==> config.mk <==
export PLATFORM = sky130hd
export DESIGN_NAME = if_id_skid_reg_flat
export DESIGN_NICKNAME = d
export VERILOG_FILES = /design/src/rtl/if_id_skid_reg_if.sv /design/src/rtl/if_id_skid_reg.sv /design/src/flat_wrapper.sv
export SDC_FILE = /design/constraint.sdc
export NUM_CORES = 1
export LEC_CHECK = 0
export CORE_MARGIN = 3
export CORE_UTILIZATION = 55
export CTS_BUF_LIST = sky130_fd_sc_hd__clkbuf_16
export DETAILED_ROUTE_END_ITERATION = 7
export PLACE_DENSITY = 0.95
export SLEW_MARGIN = 20
export SYNTH_ARGS = -nofsm -noshare
export SYNTH_HDL_FRONTEND = slang
export SYNTH_SLANG_ARGS = --single-unit
==> constraint.sdc <==
create_clock -name clk -period 2.8 [get_ports clk]
set_input_delay 0.28 -clock clk [delete_from_list [all_inputs] [get_ports clk]]
set_output_delay 0.28 -clock clk [all_outputs]
set_load 0.05 [all_outputs]
==> src/rtl/if_id_skid_reg_if.sv <==
// IF/ID beat interface: valid/ready handshake carrying a PC and an instruction word.
// Latency: none (wires only).
// Backpressure: the slave deasserts ready; the master may change valid/data while ready=0.
interface if_id_skid_reg_if #(
   parameter int PC_W    = 32,
   parameter int INSTR_W = 32
);
   logic               valid;
   logic               ready;
   logic [PC_W-1:0]    pc;
   logic [INSTR_W-1:0] instr;

   modport master (output valid, output pc, output instr, input  ready);
   modport slave  (input  valid, input  pc, input  instr, output ready);
endinterface

==> src/rtl/if_id_skid_reg.sv <==
// IF/ID pipeline register with a 2-entry skid buffer, sync flush and saturating stall counter.
// Latency: 1 cycle from input accept to out valid; 1 beat/cycle sustained.
// Backpressure: in ready is a flop (low only while the skid entry is occupied), no comb path from out ready.
module if_id_skid_reg #(
   parameter int                 PC_W        = 32,
   parameter int                 INSTR_W     = 32,
   parameter logic [INSTR_W-1:0] NOP_INSTR   = 32'h0000_0013,
   parameter int                 STALL_CNT_W = 16
) (
   input  logic                   clk,
   input  logic                   rst,
   if_id_skid_reg_if.slave        in_if,
   if_id_skid_reg_if.master       out_if,
   input  logic                   flush,
   output logic [STALL_CNT_W-1:0] stall_count
);

   // EMPTY: nothing held; BUSY: head only; FULL: head and skid both held.
   typedef enum logic [1:0] {EMPTY, BUSY, FULL} state_e;

   state_e                 state_q, state_d;
   logic [PC_W-1:0]        head_pc_q, head_pc_d;
   logic [INSTR_W-1:0]     head_instr_q, head_instr_d;
   logic [PC_W-1:0]        skid_pc_q, skid_pc_d;
   logic [INSTR_W-1:0]     skid_instr_q, skid_instr_d;
   logic                   in_rdy_q, in_rdy_d;
   logic [STALL_CNT_W-1:0] stall_cnt_q, stall_cnt_d;

   logic out_vld;
   logic acc;
   logic cons;

   assign out_vld = (state_q != EMPTY);
   assign acc     = in_if.valid & in_rdy_q;
   assign cons    = out_vld & out_if.ready;

   // Next-state, datapath loads and stall counter; flush overrides every transition.
   always_comb begin
      state_d      = state_q;
      head_pc_d    = head_pc_q;
      head_instr_d = head_instr_q;
      skid_pc_d    = skid_pc_q;
      skid_instr_d = skid_instr_q;
      in_rdy_d     = in_rdy_q;
      stall_cnt_d  = stall_cnt_q;

      // Counter ignores flush: it measures decode back-pressure only.
      if (out_vld && !out_if.ready && (stall_cnt_q != {STALL_CNT_W{1'b1}})) begin
         stall_cnt_d = stall_cnt_q + STALL_CNT_W'(1);
      end

      if (flush) begin
         // head_pc is left alone: out_pc is don't-care while out_valid=0.
         state_d  = EMPTY;
         in_rdy_d = 1'b1;
      end else begin
         unique case (state_q)
            EMPTY: begin
               if (acc) begin
                  head_pc_d    = in_if.pc;
                  head_instr_d = in_if.instr;
                  state_d      = BUSY;
               end
            end
            BUSY: begin
               if (acc && cons) begin
                  head_pc_d    = in_if.pc;
                  head_instr_d = in_if.instr;
               end else if (acc) begin
                  skid_pc_d    = in_if.pc;
                  skid_instr_d = in_if.instr;
                  state_d      = FULL;
                  in_rdy_d     = 1'b0;
               end else if (cons) begin
                  state_d = EMPTY;
               end
            end
            FULL: begin
               if (cons) begin
                  head_pc_d    = skid_pc_q;
                  head_instr_d = skid_instr_q;
                  state_d      = BUSY;
                  in_rdy_d     = 1'b1;
               end
            end
            default: begin
               state_d  = EMPTY;
               in_rdy_d = 1'b1;
            end
         endcase
      end
   end

   // State, storage and counter registers; reset drops every held beat immediately.
   always_ff @(posedge clk or negedge rst) begin
      if (!rst) begin
         state_q      <= EMPTY;
         head_pc_q    <= '0;
         head_instr_q <= NOP_INSTR;
         skid_pc_q    <= '0;
         skid_instr_q <= NOP_INSTR;
         in_rdy_q     <= 1'b1;
         stall_cnt_q  <= '0;
      end else begin
         state_q      <= state_d;
         head_pc_q    <= head_pc_d;
         head_instr_q <= head_instr_d;
         skid_pc_q    <= skid_pc_d;
         skid_instr_q <= skid_instr_d;
         in_rdy_q     <= in_rdy_d;
         stall_cnt_q  <= stall_cnt_d;
      end
   end

   assign in_if.ready  = in_rdy_q;
   assign out_if.valid = out_vld;
   assign out_if.pc    = head_pc_q;
   assign out_if.instr = out_vld ? head_instr_q : NOP_INSTR;
   assign stall_count  = stall_cnt_q;

endmodule

==> src/flat_wrapper.sv <==
// flat-port wrapper written by rule: the top's interface ports become plain ports
module if_id_skid_reg_flat 
#(
   parameter int                 PC_W        = 32,
   parameter int                 INSTR_W     = 32,
   parameter logic [INSTR_W-1:0] NOP_INSTR   = 32'h0000_0013,
   parameter int                 STALL_CNT_W = 16
)
  (clk, rst, flush, stall_count, in_if_valid, in_if_pc, in_if_instr, in_if_ready, out_if_valid, out_if_pc, out_if_instr, out_if_ready);
  if_id_skid_reg_if #(.PC_W(PC_W), .INSTR_W(INSTR_W)) in_if_i ();
  if_id_skid_reg_if #(.PC_W(PC_W), .INSTR_W(INSTR_W)) out_if_i ();
  input  logic clk;
  input  logic rst;
  input  logic flush;
  output logic [STALL_CNT_W-1:0] stall_count;
  input wire logic [$bits(in_if_i.valid)-1:0] in_if_valid;
  input wire logic [$bits(in_if_i.pc)-1:0] in_if_pc;
  input wire logic [$bits(in_if_i.instr)-1:0] in_if_instr;
  output wire logic [$bits(in_if_i.ready)-1:0] in_if_ready;
  output wire logic [$bits(out_if_i.valid)-1:0] out_if_valid;
  output wire logic [$bits(out_if_i.pc)-1:0] out_if_pc;
  output wire logic [$bits(out_if_i.instr)-1:0] out_if_instr;
  input wire logic [$bits(out_if_i.ready)-1:0] out_if_ready;
  assign in_if_i.valid = in_if_valid;
  assign in_if_i.pc = in_if_pc;
  assign in_if_i.instr = in_if_instr;
  assign in_if_ready = in_if_i.ready;
  assign out_if_valid = out_if_i.valid;
  assign out_if_pc = out_if_i.pc;
  assign out_if_instr = out_if_i.instr;
  assign out_if_i.ready = out_if_ready;
  if_id_skid_reg #(.PC_W(PC_W), .INSTR_W(INSTR_W), .NOP_INSTR(NOP_INSTR), .STALL_CNT_W(STALL_CNT_W)) u_core (.clk(clk), .rst(rst), .in_if(in_if_i), .out_if(out_if_i), .flush(flush), .stall_count(stall_count));
endmodule
==> summary.txt <==
Outcome
  • Outcome: completed

Final layout
  • # diodes: 0
  • Post-layout util: 76.0%
  • Register area: between 3000 and 4000 um^2
  • Synth-to-Final Area Change: 31.6%
  • Fill count: 704
  • Footprint of the multi-input gates: a little under 3000 um^2
  • Share of cells above drive strength 1: 28.8%
  • Nets: 695

Global routing
  • First-pass GRT wire length: 22900 um
  • Largest net degree at the start of global routing: 77
  • Initial antenna violation count: 0
  • Vias in the first global route: 4587
  • Remaining Overflow, GRT: 0
  • GR Util All Layers: 21.8%

Worst setup path
  • Crit path DAT: around 2.4 ns
  • R2R depth: 4
  • CP Launch Type: flip-flop
  • Kind of critical path: flip-flop to primary output
  • Critical path required time: 2.52 ns
  • Critical path cell sequence: nor2_2, buf_4, nor2b_1, clkdlybuf4s50_1
  • Worst R2R End: u_core.out_if.pc[30]$_DFFE_PN0P_
  • CP max stage delay: ~0.84 ns
  • Crit path capture type: primary output
  • Worst path slowest cell: clkdlybuf4s50_1
  • Reg2reg setup slack: 0.66 ns
  • CP max FO: 33
  • R2R Path Start: u_core.state_q[1]$_DFFE_PN0P_

Timing
  • Slew HR: between 50% and 60%
  • Hold Fails Final Rpt: 0
  • Final period util: 95.4%
  • Setup Skew: 0.00608 ns
  • Least-Margin Pin Slew: 0.705 ns
  • Min Tclk post-route: 2.67 ns
  • Setup_tns: 0 ns
  • Unrepaired setup endpoints after global routing: no
  • Achievable frequency: 0.374 GHz
  • # setup viols final: 0
  • Final-report max-slew violation count: 0

Logic synthesis
  • Synthesized Nets: between 500 and 600
  • Synthesized area per cell: 14.4 um^2
  • Synth top area cells: dfrtp_1 (52%), mux2_2 (21%), mux2_1 (11%), nor2b_1 (2.9%), dfstp_2 (2.7%)
  • Netlist cell types: 41
  • Ys async rst share: 100%
  • Cell with the most instances after synthesis: dfrtp_1
  • Synth Flop Type: dfrtp_1
  • Yosys warns: 0
  • Sequential area share after synthesis: 54.3%
  • Commonest cells in the netlist: dfrtp_1 (140), mux2_2 (128), mux2_1 (65)
  • Post-synth EDFFs: 0
  • Area share of the largest cell type after synthesis: 51.6%
  • Yosys reg bits: 147
  • Syn Std Cell Area: between 6000 and 7000 um^2
  • Largest area contributor in the netlist: dfrtp_1
  • Cells after Synth: about 470

Floorplanning
  • Chip width: 117 um
  • Die Area: 13700 um^2
  • Die H: 117 um
  • # rows: 39
  • Starting Density: 57.8%
  • Top-Level Pins: 151
  • Area of the core: 11800 um^2

Power
  • Pint: 0.00478 W
  • P per Cell Area: ~800 nW/um^2
  • Switching part of the total: between 30% and 40%
  • Gate power share: 30.7%
  • Sw Pwr: 0.00239 W
  • Worst IR Drop VDD: approximately 900 uV
  • Lkg Pwr: 3.77 nW
  • Flop pwr share: 42.8%
  • Clock share of power: between 20% and 30%

Placement
  • Detailed Place HPWL: 9440 um
  • Number of I/O port buffers: 150
  • RD Place Congestion: around 0.76

CTS
  • Clock sink count: 147
  • H-tree levels: 4
  • Clk buf depth: 2
  • Clk_lat worst skew: 0.42 ns
  • CTS clock-pin slew for the worst setup and hold paths: 0.06 ns
  • Clk root buf: clkbuf_16
  • TritonCTS clock tree: done
  • Setup repair bufs after CTS: 0
  • Inserted Clock Buffers: 17

Detailed routing
  • Final WL: 14200 um
  • WL/cell: about 18 um
  • 1st-iter DRT viols: 238
  • DRT Pass-1 Iters: 4
  • Via Count: 4292
  • # DRC: 0
  • Final ANT Viol Nets: 0
  • DR vias/cell: 5.35

Min path
  • Worst Hold Class: input port to asynchronous set/reset pin

Run
  • Max-cap violation count: 0
layer usage:
layer  global-route usage, %  vias to the layer above  part of all wire (%)
met5                       0                        -                     0
met4                    7.80                        0                   1.4
met3                    5.66                       21                   5.1
met2                    36.7                      126                    50
met1                    27.4                     2158                    43
li1                        -                     1987                     -
registers in the layout (all words and copies together) (netlist names):
register	count
u_core.head_instr_q	32
u_core.state_q	2
u_core.skid_instr_q	32
u_core.in_if.ready	1
u_core.skid_pc_q	32
u_core.stall_count	16
u_core.out_if.pc	32
per-stage QoR:
| stage | total power [W] | std cells | hold slack [ns] | setup WS, ns | instance area, um^2 |
|---|---|---|---|---|---|
| floorplan | 0.00449 | 472 | -0.0156 | 0.833 | 6790 |
| global placement | 0.00520 | 769 | 0.334 | 0.531 | 8430 |
| detailed placement | 0.00531 | 769 | 0.349 | 0.506 | 8430 |
| CTS | 0.00723 | 802 | 0.478 | 0.0666 | 8930 |
| global route | 0.00751 | 802 | 0.496 | 0.00616 | 8940 |
| finish | 0.00717 | 802 | 0.460 | 0.130 | 8940 |
cell usage in the layout, fill, tap and decap left out, types with 2 or more instances in the layout:
cell type / instances
xnor2_1: 3
dlymetal6s2s_1: 3
dfstp_2: 7
a21oi_1: 5
or2_2: 4
nor3_1: 5
buf_4: 5
inv_1: 7
buf_12: 3
nand2_1: 6
a31oi_1: 3
mux2_1: 65
clkinv_1: 5
nor2b_1: 30
mux2_2: 128
clkbuf_16: 17
nor3_2: 2
o21a_1: 2
dfrtp_1: 140
nor4b_2: 2
nor2_1: 5
nand3_1: 7
clkinv_2: 5
xor2_1: 8
clkdlybuf4s50_1: 146
kinds of logic after synthesis:
logic type / Yosys count / synth area share [%]
AOI/OAI and AO/OA: 17 / 1.75
xor gates and xnor gates: 11 / 1.42
adders and majority gates: 1 / 0.184
buffers and inverters: 27 / 3.00
DFF: 147 / 54.3
muxes: 194 / 32.1
and+or+nand+nor: 75 / 7.22
critical path, delay by kind of cell (launching register included):
| family | cells | cell delay, ns |
|---|---|---|
| buffers and inverters | 2 | 1.10 |
| DFF | 1 | 0.59 |
| and+or+nand+nor | 2 | 0.27 |
what timing repair did:
action | in CTS | in global routing
hold buffers | 1 | 0
hold endpoints to repair | 74 | 0
resized for setup | 0 | 3
endpoints found under the setup margin | 0 | 3
how the worst max path moves through the flow:
stage / startpoint / to / cells after the start
2_1_floorplan: u_core.in_if.ready$_DFFE_PN1P_ / u_core.skid_instr_q[10]$_DFFE_PN0P_ / 5
3_3_place_gp: u_core.state_q[1]$_DFFE_PN0P_ / out_if_instr[0] / 4
3_5_place_dp: out_if_ready / u_core.skid_pc_q[21]$_DFFE_PN0P_ / 5
4_1_cts: u_core.state_q[1]$_DFFE_PN0P_ / out_if_instr[0] / 4
5_1_grt: u_core.state_q[1]$_DFFE_PN0P_ / out_if_instr[8] / 4
6_report: u_core.state_q[1]$_DFFE_PN0P_ / out_if_instr[8] / 4
power by group through the flow:
stage / Combinational [W] / Clock [W] / Sequential (W)
after floorplan: 0.000948 / 0 / 0.00354
after global placement: 0.00215 / 0 / 0.00304
after detailed placement: 0.00222 / 0 / 0.00309
after CTS: 0.00223 / 0.00194 / 0.00306
after global routing: 0.00235 / 0.00203 / 0.00314
final: 0.00220 / 0.00189 / 0.00307
layout make-up:
cell class	instances	share of cell area, %
clock buffer	17	4.76
clock inverter	15	0.700
inverter	2	0.0840
multi-input combinational	298	32.8
sequential	147	41.3
tap	164	2.30
timing repair buffer	159	18.1
Note: power is estimated with default switching activity, not from simulation.
